--- config.mk ---
export PLATFORM = sky130hd
export DESIGN_NAME = instr_fetch
export DESIGN_NICKNAME = d
export VERILOG_FILES = /design/src/rtl/isa_pkg.sv /design/src/rtl/next_pc_sel.sv /design/src/rtl/instr_fetch.sv
export SDC_FILE = /design/constraint.sdc
export NUM_CORES = 1
export LEC_CHECK = 0
export BUFFER_PORTS_ARGS = -buffer_cell sky130_fd_sc_hd__buf_2
export CAP_MARGIN = 15
export CORE_ASPECT_RATIO = 0.9
export CORE_MARGIN = 8
export CORE_UTILIZATION = 50
export CTS_BUF_LIST = sky130_fd_sc_hd__clkbuf_16
export DETAILED_ROUTE_END_ITERATION = 10
export PLACE_DENSITY = 0.8
export SYNTH_ARGS = -nofsm -noshare
export SYNTH_HDL_FRONTEND = slang
export SYNTH_SLANG_ARGS = --single-unit
--- constraint.sdc ---
create_clock -name clk -period 2.8 [get_ports clk]
set_input_delay 0.14 -clock clk [delete_from_list [all_inputs] [get_ports clk]]
set_output_delay 0.14 -clock clk [all_outputs]
set_load 0.02 [all_outputs]
--- src/rtl/isa_pkg.sv ---
// Shared ISA definitions: opcodes, NOP encoding, datapath widths and fetch FSM types.
// Imported by the fetch stage and its next-PC mux.
package isa_pkg;

  localparam int PC_WIDTH    = 16;
  localparam int INSTR_WIDTH = 32;

  localparam logic [5:0] OPC_JUMP = 6'b000001;
  localparam logic [5:0] OPC_BNE  = 6'b000101;
  localparam logic [5:0] OPC_BLT  = 6'b000110;
  localparam logic [5:0] OPC_BLE  = 6'b000111;
  localparam logic [5:0] OPC_ADDI = 6'b001000;

  localparam logic [INSTR_WIDTH-1:0] NOP = '0;

  typedef enum logic [1:0] {
    ST_INIT,
    ST_RUN,
    ST_STALLED,
    ST_BUBBLE
  } fetch_state_e;

  typedef enum logic [1:0] {
    PC_HOLD,
    PC_INC,
    PC_JUMP,
    PC_REDIR
  } pc_sel_e;

endpackage

--- src/rtl/next_pc_sel.sv ---
// Combinational next-PC mux: hold, increment (wrapping), local jump target or redirect target.
// No state; the caller decides priority through i_sel.
module next_pc_sel
  import isa_pkg::*;
#(
  parameter int W = 16
) (
  input  pc_sel_e        i_sel,
  input  logic [W-1:0]   i_pc,
  input  logic [W-1:0]   i_jump_pc,
  input  logic [W-1:0]   i_redirect_pc,
  output logic [W-1:0]   o_next_pc
);

  localparam logic [W-1:0] PC_ONE = W'(1);

  always_comb begin
    o_next_pc = i_pc;
    case (i_sel)
      PC_INC:   o_next_pc = i_pc + PC_ONE;
      PC_JUMP:  o_next_pc = i_jump_pc;
      PC_REDIR: o_next_pc = i_redirect_pc;
      default:  o_next_pc = i_pc;
    endcase
  end

endmodule

--- src/rtl/instr_fetch.sv ---
// Fetch stage: owns PC, captures Instruction into IF/ID one edge after PC presents it.
// Stall freezes PC and IF/ID; Redirect squashes the current fetch for exactly one cycle.
module instr_fetch #(
  parameter int                  PC_WIDTH    = isa_pkg::PC_WIDTH,
  parameter int                  INSTR_WIDTH = isa_pkg::INSTR_WIDTH,
  parameter logic [PC_WIDTH-1:0] RESET_PC    = '0,
  parameter logic [5:0]          JUMP_OPCODE = isa_pkg::OPC_JUMP
) (
  input  logic                   clk,
  input  logic                   reset,
  output logic [PC_WIDTH-1:0]    PC,
  input  logic [INSTR_WIDTH-1:0] Instruction,
  input  logic                   Stall,
  input  logic                   Redirect,
  input  logic [PC_WIDTH-1:0]    RedirectPC,
  output logic [INSTR_WIDTH-1:0] IR,
  output logic [PC_WIDTH-1:0]    IR_PC,
  output logic                   IR_Valid,
  output logic                   JumpTaken,
  output logic [31:0]            FetchCount
);

  import isa_pkg::*;

  fetch_state_e            r_state, w_state_nxt;
  pc_sel_e                 w_pc_sel;
  logic                    w_capture, w_squash, w_is_jump;
  logic [PC_WIDTH-1:0]     r_pc, w_pc_nxt;
  logic [INSTR_WIDTH-1:0]  r_ir;
  logic [PC_WIDTH-1:0]     r_ir_pc;
  logic                    r_ir_vld, r_jump;
  logic [31:0]             r_fetch_cnt;

  assign w_is_jump = (Instruction[INSTR_WIDTH-1 -: 6] == JUMP_OPCODE);

  // INIT ignores Redirect; elsewhere Redirect beats Stall beats capture.
  always_comb begin
    w_state_nxt = r_state;
    w_pc_sel    = PC_HOLD;
    w_capture   = 1'b0;
    w_squash    = 1'b0;
    if (r_state == ST_INIT) begin
      w_state_nxt = ST_RUN;
    end else if (Redirect) begin
      w_state_nxt = ST_BUBBLE;
      w_pc_sel    = PC_REDIR;
      w_squash    = 1'b1;
    end else if (Stall) begin
      w_state_nxt = ST_STALLED;
    end else begin
      w_state_nxt = ST_RUN;
      w_capture   = 1'b1;
      w_pc_sel    = w_is_jump ? PC_JUMP : PC_INC;
    end
  end

  next_pc_sel #(.W(PC_WIDTH)) u_next_pc_sel (
    .i_sel         (w_pc_sel),
    .i_pc          (r_pc),
    .i_jump_pc     (Instruction[PC_WIDTH-1:0]),
    .i_redirect_pc (RedirectPC),
    .o_next_pc     (w_pc_nxt)
  );

  always_ff @(posedge clk) begin
    if (reset) begin
      r_state     <= ST_INIT;
      r_pc        <= RESET_PC;
      r_ir        <= NOP;
      r_ir_pc     <= '0;
      r_ir_vld    <= 1'b0;
      r_jump      <= 1'b0;
      r_fetch_cnt <= '0;
    end else begin
      r_state <= w_state_nxt;
      r_pc    <= w_pc_nxt;
      r_jump  <= w_capture && w_is_jump;
      if (w_squash) begin
        r_ir     <= NOP;
        r_ir_vld <= 1'b0;
      end else if (w_capture) begin
        r_ir        <= Instruction;
        r_ir_pc     <= r_pc;
        r_ir_vld    <= 1'b1;
        r_fetch_cnt <= r_fetch_cnt + 32'd1;
      end
    end
  end

  assign PC         = r_pc;
  assign IR         = r_ir;
  assign IR_PC      = r_ir_pc;
  assign IR_Valid   = r_ir_vld;
  assign JumpTaken  = r_jump;
  assign FetchCount = r_fetch_cnt;

endmodule
Word-level counts from Yosys, hierarchy flattened
Index checks and enable logic that the tools add are counted.
- reductions and logical operators: 6
- add/sub/neg operators: 2
- bitwise operators: 1
- eq/ne operators: 4
- mux-type cells: 13
- operators by type and width (kind ; count):
    $pmux 16 s3 ; 1
    $add 32x1->32 const B ; 1
    $add 16x1->16 const B ; 1
    $mux 2 ; 6
    $eq 6x1->1 const B ; 1
    $mux 1 ; 6
    $eq 2x2->1 const B ; 2
    $reduce_or 2->1 ; 2
    $reduce_bool 3->1 ; 1
    $eq 2x1->1 const B ; 1
    $logic_not 2->1 ; 1
    $reduce_and 2->1 ; 1
    $logic_and 1x1->1 ; 1
    $not 1->1 ; 1
- register bits after elaboration: 100
- input port bits: 52
- word-level logic and storage cells: 34
- output and inout bits: 98

Longest topological paths before layout
Gate-level depths: netlist (run 1).
- depth in word-level cells: 7
- depth in mapped cells: 7
- gate-level depth less buffers: 6

Hierarchy
Synthesis (run 1) repeated with hierarchy kept, for this count alone.
- cells, all modules: 573
- area, all modules: 4623.2 um^2
- modules (own cells, without submodules) (module ; times used ; cells an instance ; area each (um^2)):
    instr_fetch ; 1 ; 455 ; 3844.9
    next_pc_sel ; 1 ; 118 ; 778.2

Worst setup path before layout (run 1)
OpenSTA, ideal clock, no wires.
- path kind: register to register
- start point: register r_fetch_cnt[0], in the netlist FetchCount[0]
- end point: register r_fetch_cnt[20], in the netlist FetchCount[20]
- library setup time: 70 ps
- setup slack: 577 ps
- stages on the path, launching flop included: 8
- clock period less this slack: 2223 ps
- data required time: 2730 ps
- arrival: 2153 ps
- path through: dfxtp_1 -> ha_1 -> nand2_1 -> or3_4 -> or4_4 -> buf_6 -> or3_1 -> a21oi_1
- word-level cells in the longest chain between the ends: 1
- ends and longest elaborated chain (element ; line ; source):
    start: declaration ; instr_fetch.sv:32 ; logic [31:0] r_fetch_cnt;
    start signal: assignment ; instr_fetch.sv:85 ; r_fetch_cnt <= r_fetch_cnt + 32'd1;
    $add 32x1->32 ; instr_fetch.sv:85 ;
No other way between the ends.
A chain may end at the register's enable or synchronous reset.

Worst setup path in the final report (run 1)
- start point: register r_fetch_cnt[5], in the netlist FetchCount[5]
- end point: register r_fetch_cnt[31], in the netlist FetchCount[31]
The elaborated chain is that of the path after synthesis.

==> results of run 1 <==
-- area by class of cell --
type                       instances  area, sq um
multi-input combinational        396         2130
clock inverter                     7         98.8
inverter                          12         45.0
sequential                       100         2000
antenna                            2         5.00
tap                              119          149
timing repair buffer             155          791
clock buffer                       9          225
fill                             786         3040
-- per-stage QoR --
step           instance area (sq um)  power (uW)  util, %  worst slack [ns]  cells
2_1_floorplan                   4320        1700        -             0.577    542
3_3_place_gp                    5110        1820     60.3             0.681    782
3_5_place_dp                    5110        1830     60.3             0.579    782
4_1_cts                         5440        3150     64.1             0.556    798
5_1_grt                         5440        3240     64.1             0.443    800
6_report                        5440        3130     64.1             0.556    800
-- flip-flops by register name, summed over array words and instances, names as in the netlist --
register / cells
IR_PC: 16
JumpTaken: 1
IR: 32
IR_Valid: 1
r_state: 2
PC: 16
FetchCount: 32
-- worst max-delay path by stage --
stage,from,end,slack (ns),cells after the start
floorplan,FetchCount[0],FetchCount[20],0.58,7
global placement,FetchCount[5],FetchCount[31],0.68,5
detailed placement,FetchCount[5],FetchCount[31],0.58,5
CTS,FetchCount[5],FetchCount[31],0.56,5
global route,FetchCount[5],FetchCount[31],0.44,5
finish,FetchCount[5],FetchCount[31],0.56,5
-- cell usage after synthesis, drive strengths merged (7+ instances only) --
| cell type | instances | area [sq um] |
|---|---|---|
| xnor2 | 11 | 96.3 |
| dfxtp | 100 | 2000 |
| nor3 | 7 | 35.0 |
| xor2 | 11 | 96.3 |
| inv | 12 | 45.0 |
| nor2 | 34 | 128 |
| nand4 | 7 | 43.8 |
| a21oi | 68 | 340 |
| or3 | 14 | 92.6 |
| nand2 | 122 | 458 |
| nand3 | 24 | 125 |
| buf | 9 | 56.3 |
| clkbuf | 25 | 93.8 |
| nor4 | 14 | 87.6 |
| o21ai | 20 | 100 |
-- worst max-delay path, delay by kind of cell (launching register included) --
kind | cells | cell delay [ns]
flops | 1 | 0.40
simple gates | 4 | 1.62
compound gates | 1 | 0.15
-- logic make-up after synthesis --
| logic type | count (synthesis) | share of synthesized area [%] |
|---|---|---|
| compound gates | 121 | 16.3 |
| xor+xnor | 22 | 4.46 |
| fa+ha+maj | 2 | 0.580 |
| buf+inv | 46 | 4.52 |
| flops | 100 | 46.4 |
| mux | 4 | 1.01 |
| simple gates | 247 | 26.8 |
-- routing by layer --
| layer | share of wire, % | wire (um) |
|---|---|---|
| met3 | 8.1 | 1050 |
| met1 | 42 | 5490 |
| met2 | 47 | 6080 |
| met5 | 0.10 | 13 |
| met4 | 2.3 | 295 |
-- power by group --
group	internal, uW	switching (uW)
sequential	1460	38.3
combinational	105	197
clock	790	547
total	2350	782
-- cells in the final DEF, fill, tap and decap left out, types with 6 or more instances in the layout --
master,netlist,final
sky130_fd_sc_hd__a21oi_1,68,68
sky130_fd_sc_hd__a22oi_1,6,6
sky130_fd_sc_hd__a31oi_1,6,6
sky130_fd_sc_hd__buf_2,0,149
sky130_fd_sc_hd__buf_4,0,6
sky130_fd_sc_hd__clkbuf_16,0,9
sky130_fd_sc_hd__dfxtp_1,100,100
sky130_fd_sc_hd__inv_1,12,12
sky130_fd_sc_hd__nand2_1,122,121
sky130_fd_sc_hd__nand3_1,23,23
sky130_fd_sc_hd__nand4_1,7,7
sky130_fd_sc_hd__nor2_1,34,33
sky130_fd_sc_hd__nor3_1,7,7
sky130_fd_sc_hd__nor4_1,14,14
sky130_fd_sc_hd__o21ai_0,19,19
sky130_fd_sc_hd__or3_1,13,13
sky130_fd_sc_hd__xnor2_1,11,11
sky130_fd_sc_hd__xor2_1,11,11
==> summary.txt, run 1 <==
CTS
  • PostCTS Resize Cnt: 0
  • Number of buffers added to fix hold violations after cts: 0
  • TritonCTS Buffers: 9
  • Reg clk slew, reported paths: ~0.070 ns
  • Total setup buffers inserted after CTS: 0
  • Number of sinks handled by clock tree synthesis: 100
  • CTS HTree Levels: 3
  • CTS tree: yes
  • Cell at the root of the clock tree: sky130_fd_sc_hd__clkbuf_16
  • Maximum count of clock buffers along a single path: 2
  • Clock latency of the later-clocked register in the worst-skew pair: about 0.34 ns

STA
  • Final Slew Violations: 0
  • Setup repair after global routing missed its margin: no
  • Worst relative slew slack: 51.1%
  • Highest clock rate: about 450 MHz
  • Minimum hold slack: around 0.032 ns
  • Hold violation total from the final report: 0
  • Slew at the pin closest to its max-slew limit: roughly 0.72 ns
  • Final-report setup violation count: 0
  • Final min period: approximately 2.2 ns
  • Ratio of final minimum period to clock period: 80.1%
  • Maximum clock skew at final layout: between 0.007 and 0.008 ns
  • Post-Route Setup TNS: 0 ns

Setup path
  • R2r endpoint: FetchCount[31]
  • Critical-path maximum fanout: 13
  • Startpoint of the worst register-to-register path: FetchCount[5]
  • Highest-delay cell along the critical path: sky130_fd_sc_hd__or4_1
  • Critical path launch point type: flop
  • Worst-case reg-to-reg path depth: 5
  • Arrival time at the worst endpoint: approximately 2.5 ns
  • Top cell by count, worst path: sky130_fd_sc_hd__or4_1
  • Data required time of the critical path: a little over 3 ns
  • Cell Chain, Critical Path: and3_2 -> nand3_2 -> or4_1 -> or4_1 -> a21oi_1
  • Endpoint type of the worst setup path: flop
  • WS Path Type: flop to flop
  • Worst-case register-to-register setup slack: between 0.5 and 0.6 ns
  • Maximum single-stage delay on the critical path: roughly 0.76 ns

Flow run
  • Max-Cap Viols: 0

Yosys
  • Number of synthesized flops with an enable pin: 0
  • Combined area of all synthesized cells: approximately 4300 sq um
  • Unique masters post-synth: 51
  • Cells after synthesis: ~540
  • #FFs+latches synth: 100
  • Average cell area after synthesis: approximately 8 sq um
  • Count of yosys warnings during synthesis: 0
  • Asr flop ratio synth: 0%
  • Top_reg_cell synth: sky130_fd_sc_hd__dfxtp_1
  • Share of the yosys chip area belonging to registers: a little under half
  • Post-Synthesis Net Count: approximately 600

GRT
  • Initial antenna violation count: 3
  • Gr ovfl total: 0
  • Met1 usage: 26.4%
  • Global routing usage on met3: under 10%
  • Number of global-route vias before repair: roughly 4100
  • GRT Resource Usage Total: a little over a fifth
  • Maximum number of pins on one net before global-route repair: 72
  • Global routing's busiest layer: met2
  • First-pass GRT wire length: 20600 um
  • Met2 usage in global routing: about a third

Min path
  • Class of the most critical hold timing path: primary input to flop
  • Startpoint of the worst hold path: Instruction[16]
  • Number of cells on the worst hold path: 3
  • Sink of the worst hold path: IR[16]

Drt
  • Final routed wire length divided by cell count: ~16 um
  • Count of TritonRoute iterations in the first routing pass: 5
  • Via density: about 5.4
  • Routed wire length: ~13000 um
  • Remaining routing DRC violations: 0
  • 1st-iter DRT viols: between 300 and 400
  • Post-detailed-route count of antenna-violating nets: 0
  • Overall via count from detail_route: 4331

Floorplanning
  • Row Count: 32
  • Height of the die: between 100 and 150 um
  • Initial cell density of the core: 50.8%
  • Floorplan core area: ~8500 sq um
  • Floorplan die width: ~110 um
  • I/O pins: 150
  • Die outline area: roughly 12000 sq um

Placed design
  • HPWL reported at the end of detailed placement: ~9500 um
  • Count of port buffers added during placement: ~150
  • Final GP Congestion: 0.869

Finish
  • Share of layout cells above drive strength 1: about 28%
  • Area growth from synthesis to layout: 26.2%
  • Nets: around 730

Pwr
  • Peak VDD IR: roughly 0.29 mV
  • Leakage power summed over all cells: 0.00223 uW
  • Areal power density over the cells: 576 nW/um^2

Status
  • Status: complete, no violations
No activity file was read; power rests on OpenSTA's default activity.
==> inputs of run 2 (changes only) <==
==> constraint.sdc (replaced) <==
create_clock -name clk -period 2.2 [get_ports clk]
set_input_delay 0.11 -clock clk [delete_from_list [all_inputs] [get_ports clk]]
set_output_delay 0.11 -clock clk [all_outputs]
set_load 0.02 [all_outputs]
==> summary.txt, run 2 (synthesis results as in run 1) <==
GRT
  • Initial antenna violation count: 3 (unchanged)
  • Maximum number of pins on one net before global-route repair: 49 (-32%)
  • First-pass GRT wire length: 21300 um (+3.4%)
  • GRT Resource Usage Total: 22.2% (+1.0 points)
  • Number of global-route vias before repair: 4262 (+2.9%)
  • Gr ovfl total: 0 (unchanged)

STA
  • Hold violation total from the final report: 0 (unchanged)
  • Post-Route Setup TNS: 0 ns (unchanged)
  • Final min period: 2.07 ns (-0.174 ns)
  • Worst relative slew slack: 55.3% (+4.2 points)
  • Final-report setup violation count: 0 (unchanged)
  • Final Slew Violations: 0 (unchanged)
  • Ratio of final minimum period to clock period: 94.1% (+14 points)
  • Slew at the pin closest to its max-slew limit: 0.670 ns (-0.0537 ns)
  • Maximum clock skew at final layout: 0.0122 ns (+0.00514 ns)
  • Setup repair after global routing missed its margin: no
  • Highest clock rate: 483 MHz (+8.4%)

CTS
  • Number of sinks handled by clock tree synthesis: 100 (unchanged)
  • Reg clk slew, reported paths: 0.07 ns (about the same)
  • CTS tree: yes
  • Maximum count of clock buffers along a single path: 2 (unchanged)
  • Clock latency of the later-clocked register in the worst-skew pair: 0.34 ns (about the same)
  • CTS HTree Levels: 3 (unchanged)
  • TritonCTS Buffers: 9 (unchanged)
  • Cell at the root of the clock tree: sky130_fd_sc_hd__clkbuf_16
  • Total setup buffers inserted after CTS: 0 (unchanged)

Drt
  • Routed wire length: 13300 um (+3.1%)
  • Remaining routing DRC violations: 0 (unchanged)
  • 1st-iter DRT viols: 395 (+22%)
  • Count of TritonRoute iterations in the first routing pass: 5 (unchanged)
  • Overall via count from detail_route: 4456 (+2.9%)
  • Final routed wire length divided by cell count: 16.3 um (+0.69%)
  • Via density: 5.44 (+0.50%)
  • Post-detailed-route count of antenna-violating nets: 0 (unchanged)

Floorplanning
  • I/O pins: 150 (unchanged)
  • Floorplan die width: 114 um (unchanged)
  • Die outline area: 11900 sq um (unchanged)
  • Height of the die: 104 um (unchanged)
  • Initial cell density of the core: 50.8% (unchanged)
  • Row Count: 32 (unchanged)
  • Floorplan core area: 8490 sq um (unchanged)

Setup path
  • Maximum single-stage delay on the critical path: 0.50 ns (-0.26 ns)
  • Endpoint type of the worst setup path: flop
  • Highest-delay cell along the critical path: sky130_fd_sc_hd__or4_4
  • Critical path launch point type: flop
  • Data required time of the critical path: 2.48 ns (-0.58 ns)
  • Cell Chain, Critical Path: ha_4 -> nand2_1 -> or3_4 -> or4_4 -> or3_1 -> a21oi_1
  • Arrival time at the worst endpoint: 2.35 ns (-0.16 ns)
  • Critical-path maximum fanout: 12 (-1)
  • WS Path Type: flop to flop

Finish
  • Nets: 747 (+2.6%)
  • Fin area: 5640 sq um (+3.5%)
  • Area growth from synthesis to layout: 30.6%
  • Commonest cells after routing, fill and taps aside: sky130_fd_sc_hd__buf_2 (149), sky130_fd_sc_hd__nand2_1 (121), sky130_fd_sc_hd__dfxtp_1 (98)
  • Share of layout cells above drive strength 1: 29.5% (+1.8 points)
  • Finished Layout Cells: 819 (+2.4%)
  • Leading cell type in the layout, fill and taps excluded: sky130_fd_sc_hd__buf_2

Pwr
  • Peak VDD IR: 0.485 mV (+69%)
  • Leakage power summed over all cells: 0.00233 uW (+4.6%)
  • Areal power density over the cells: 730 nW/um^2 (+27%)

Flow run
  • Max-Cap Viols: 0 (unchanged)

Status
  • Status: complete, no violations

Placed design
  • DP Area: 5220 sq um (+2.1%)
  • HPWL reported at the end of detailed placement: 9670 um (+1.3%)
  • Final GP Congestion: 0.874 (+0.54%)
  • Count of port buffers added during placement: 149 (unchanged)
  • Number of placed instances with taps included: 796 (+1.8%)

Min path
  • Class of the most critical hold timing path: primary input to flop
## run 2: changes by cell type in the layout (fill, tap and decap cells not counted), moves of 2 or more
cell                            delta
sky130_fd_sc_hd__dlygate4sd3_1     +5
sky130_fd_sc_hd__buf_4            +14
sky130_fd_sc_hd__dfxtp_1           -2
sky130_fd_sc_hd__inv_6             -2
sky130_fd_sc_hd__dfxtp_2           +2
## run 2: layer usage
metal / routed length [um] / part of all wire, % / up-vias / GRT usage [%]
met5: 8 / 0.060 / - / 0
met4: 536 / 4.0 / 2 / 11.8
met3: 1130 / 8.5 / 44 / 6.38
met2: 6200 / 47 / 205 / 35.0
met1: 5450 / 41 / 2026 / 26.6
li1: - / - / 2179 / -
## run 2: path summary, 6_finish.rpt
check | start | to | slack [ns] | cells after the start
worst max register to register | FetchCount[0] | FetchCount[30] | 0.13 | 6
worst min-delay path | Instruction[21] | IR[21] | 0.002 | 3
worst min register to register | IR[18] | IR[18] | 0.45 | 2
worst max-delay path | FetchCount[0] | FetchCount[30] | 0.13 | 6
## run 2: power breakdown
part | internal [uW] | leakage, uW | total (uW) | switching [uW]
Clock | 1110 | 0.000171 | 1790 | 684
Sequential | 1860 | 0.000811 | 1900 | 41.7
Combinational | 155 | 0.00135 | 423 | 268
## run 2: timing repair
| action | in CTS | in global routing |
|---|---|---|
| hold buffers | 5 | 0 |
| hold endpoints to repair | 5 | 0 |
| endpoints found under the setup margin | 0 | 10 |
| gates resized for setup | 0 | 3 |
## run 2: layout make-up
class	instances	area [sq um]
Multi-Input combinational cell	396	2140
Antenna cell	2	5.00
Clock inverter	7	116
Timing Repair Buffer	174	946
Fill cell	750	2850
Tap cell	119	149
Inverter	12	45.0
Sequential cell	100	2000
Clock buffer	9	225
## run 2: metrics by stage
stage | power, uW | hold slack [ns] | setup slack, ns | utilization [%]
floorplan | 2170 | 0.246 | 0.0718 | -
global placement | 2330 | 0.349 | 0.153 | 61.5
detailed placement | 2340 | 0.356 | 0.0451 | 61.5
CTS | 4130 | 0.000159 | 0.0236 | 66.1
global route | 4240 | 0.00922 | 0.0132 | 66.4
finish | 4110 | 0.00172 | 0.130 | 66.4
## run 2: worst max-delay path: cells and delay by family, from the launching register on
kind                       cells  cell delay [ns]
AOI/OAI and AO/OA              1             0.15
adders and majority gates      1             0.16
and+or+nand+nor                4             1.31
DFF                            1             0.39
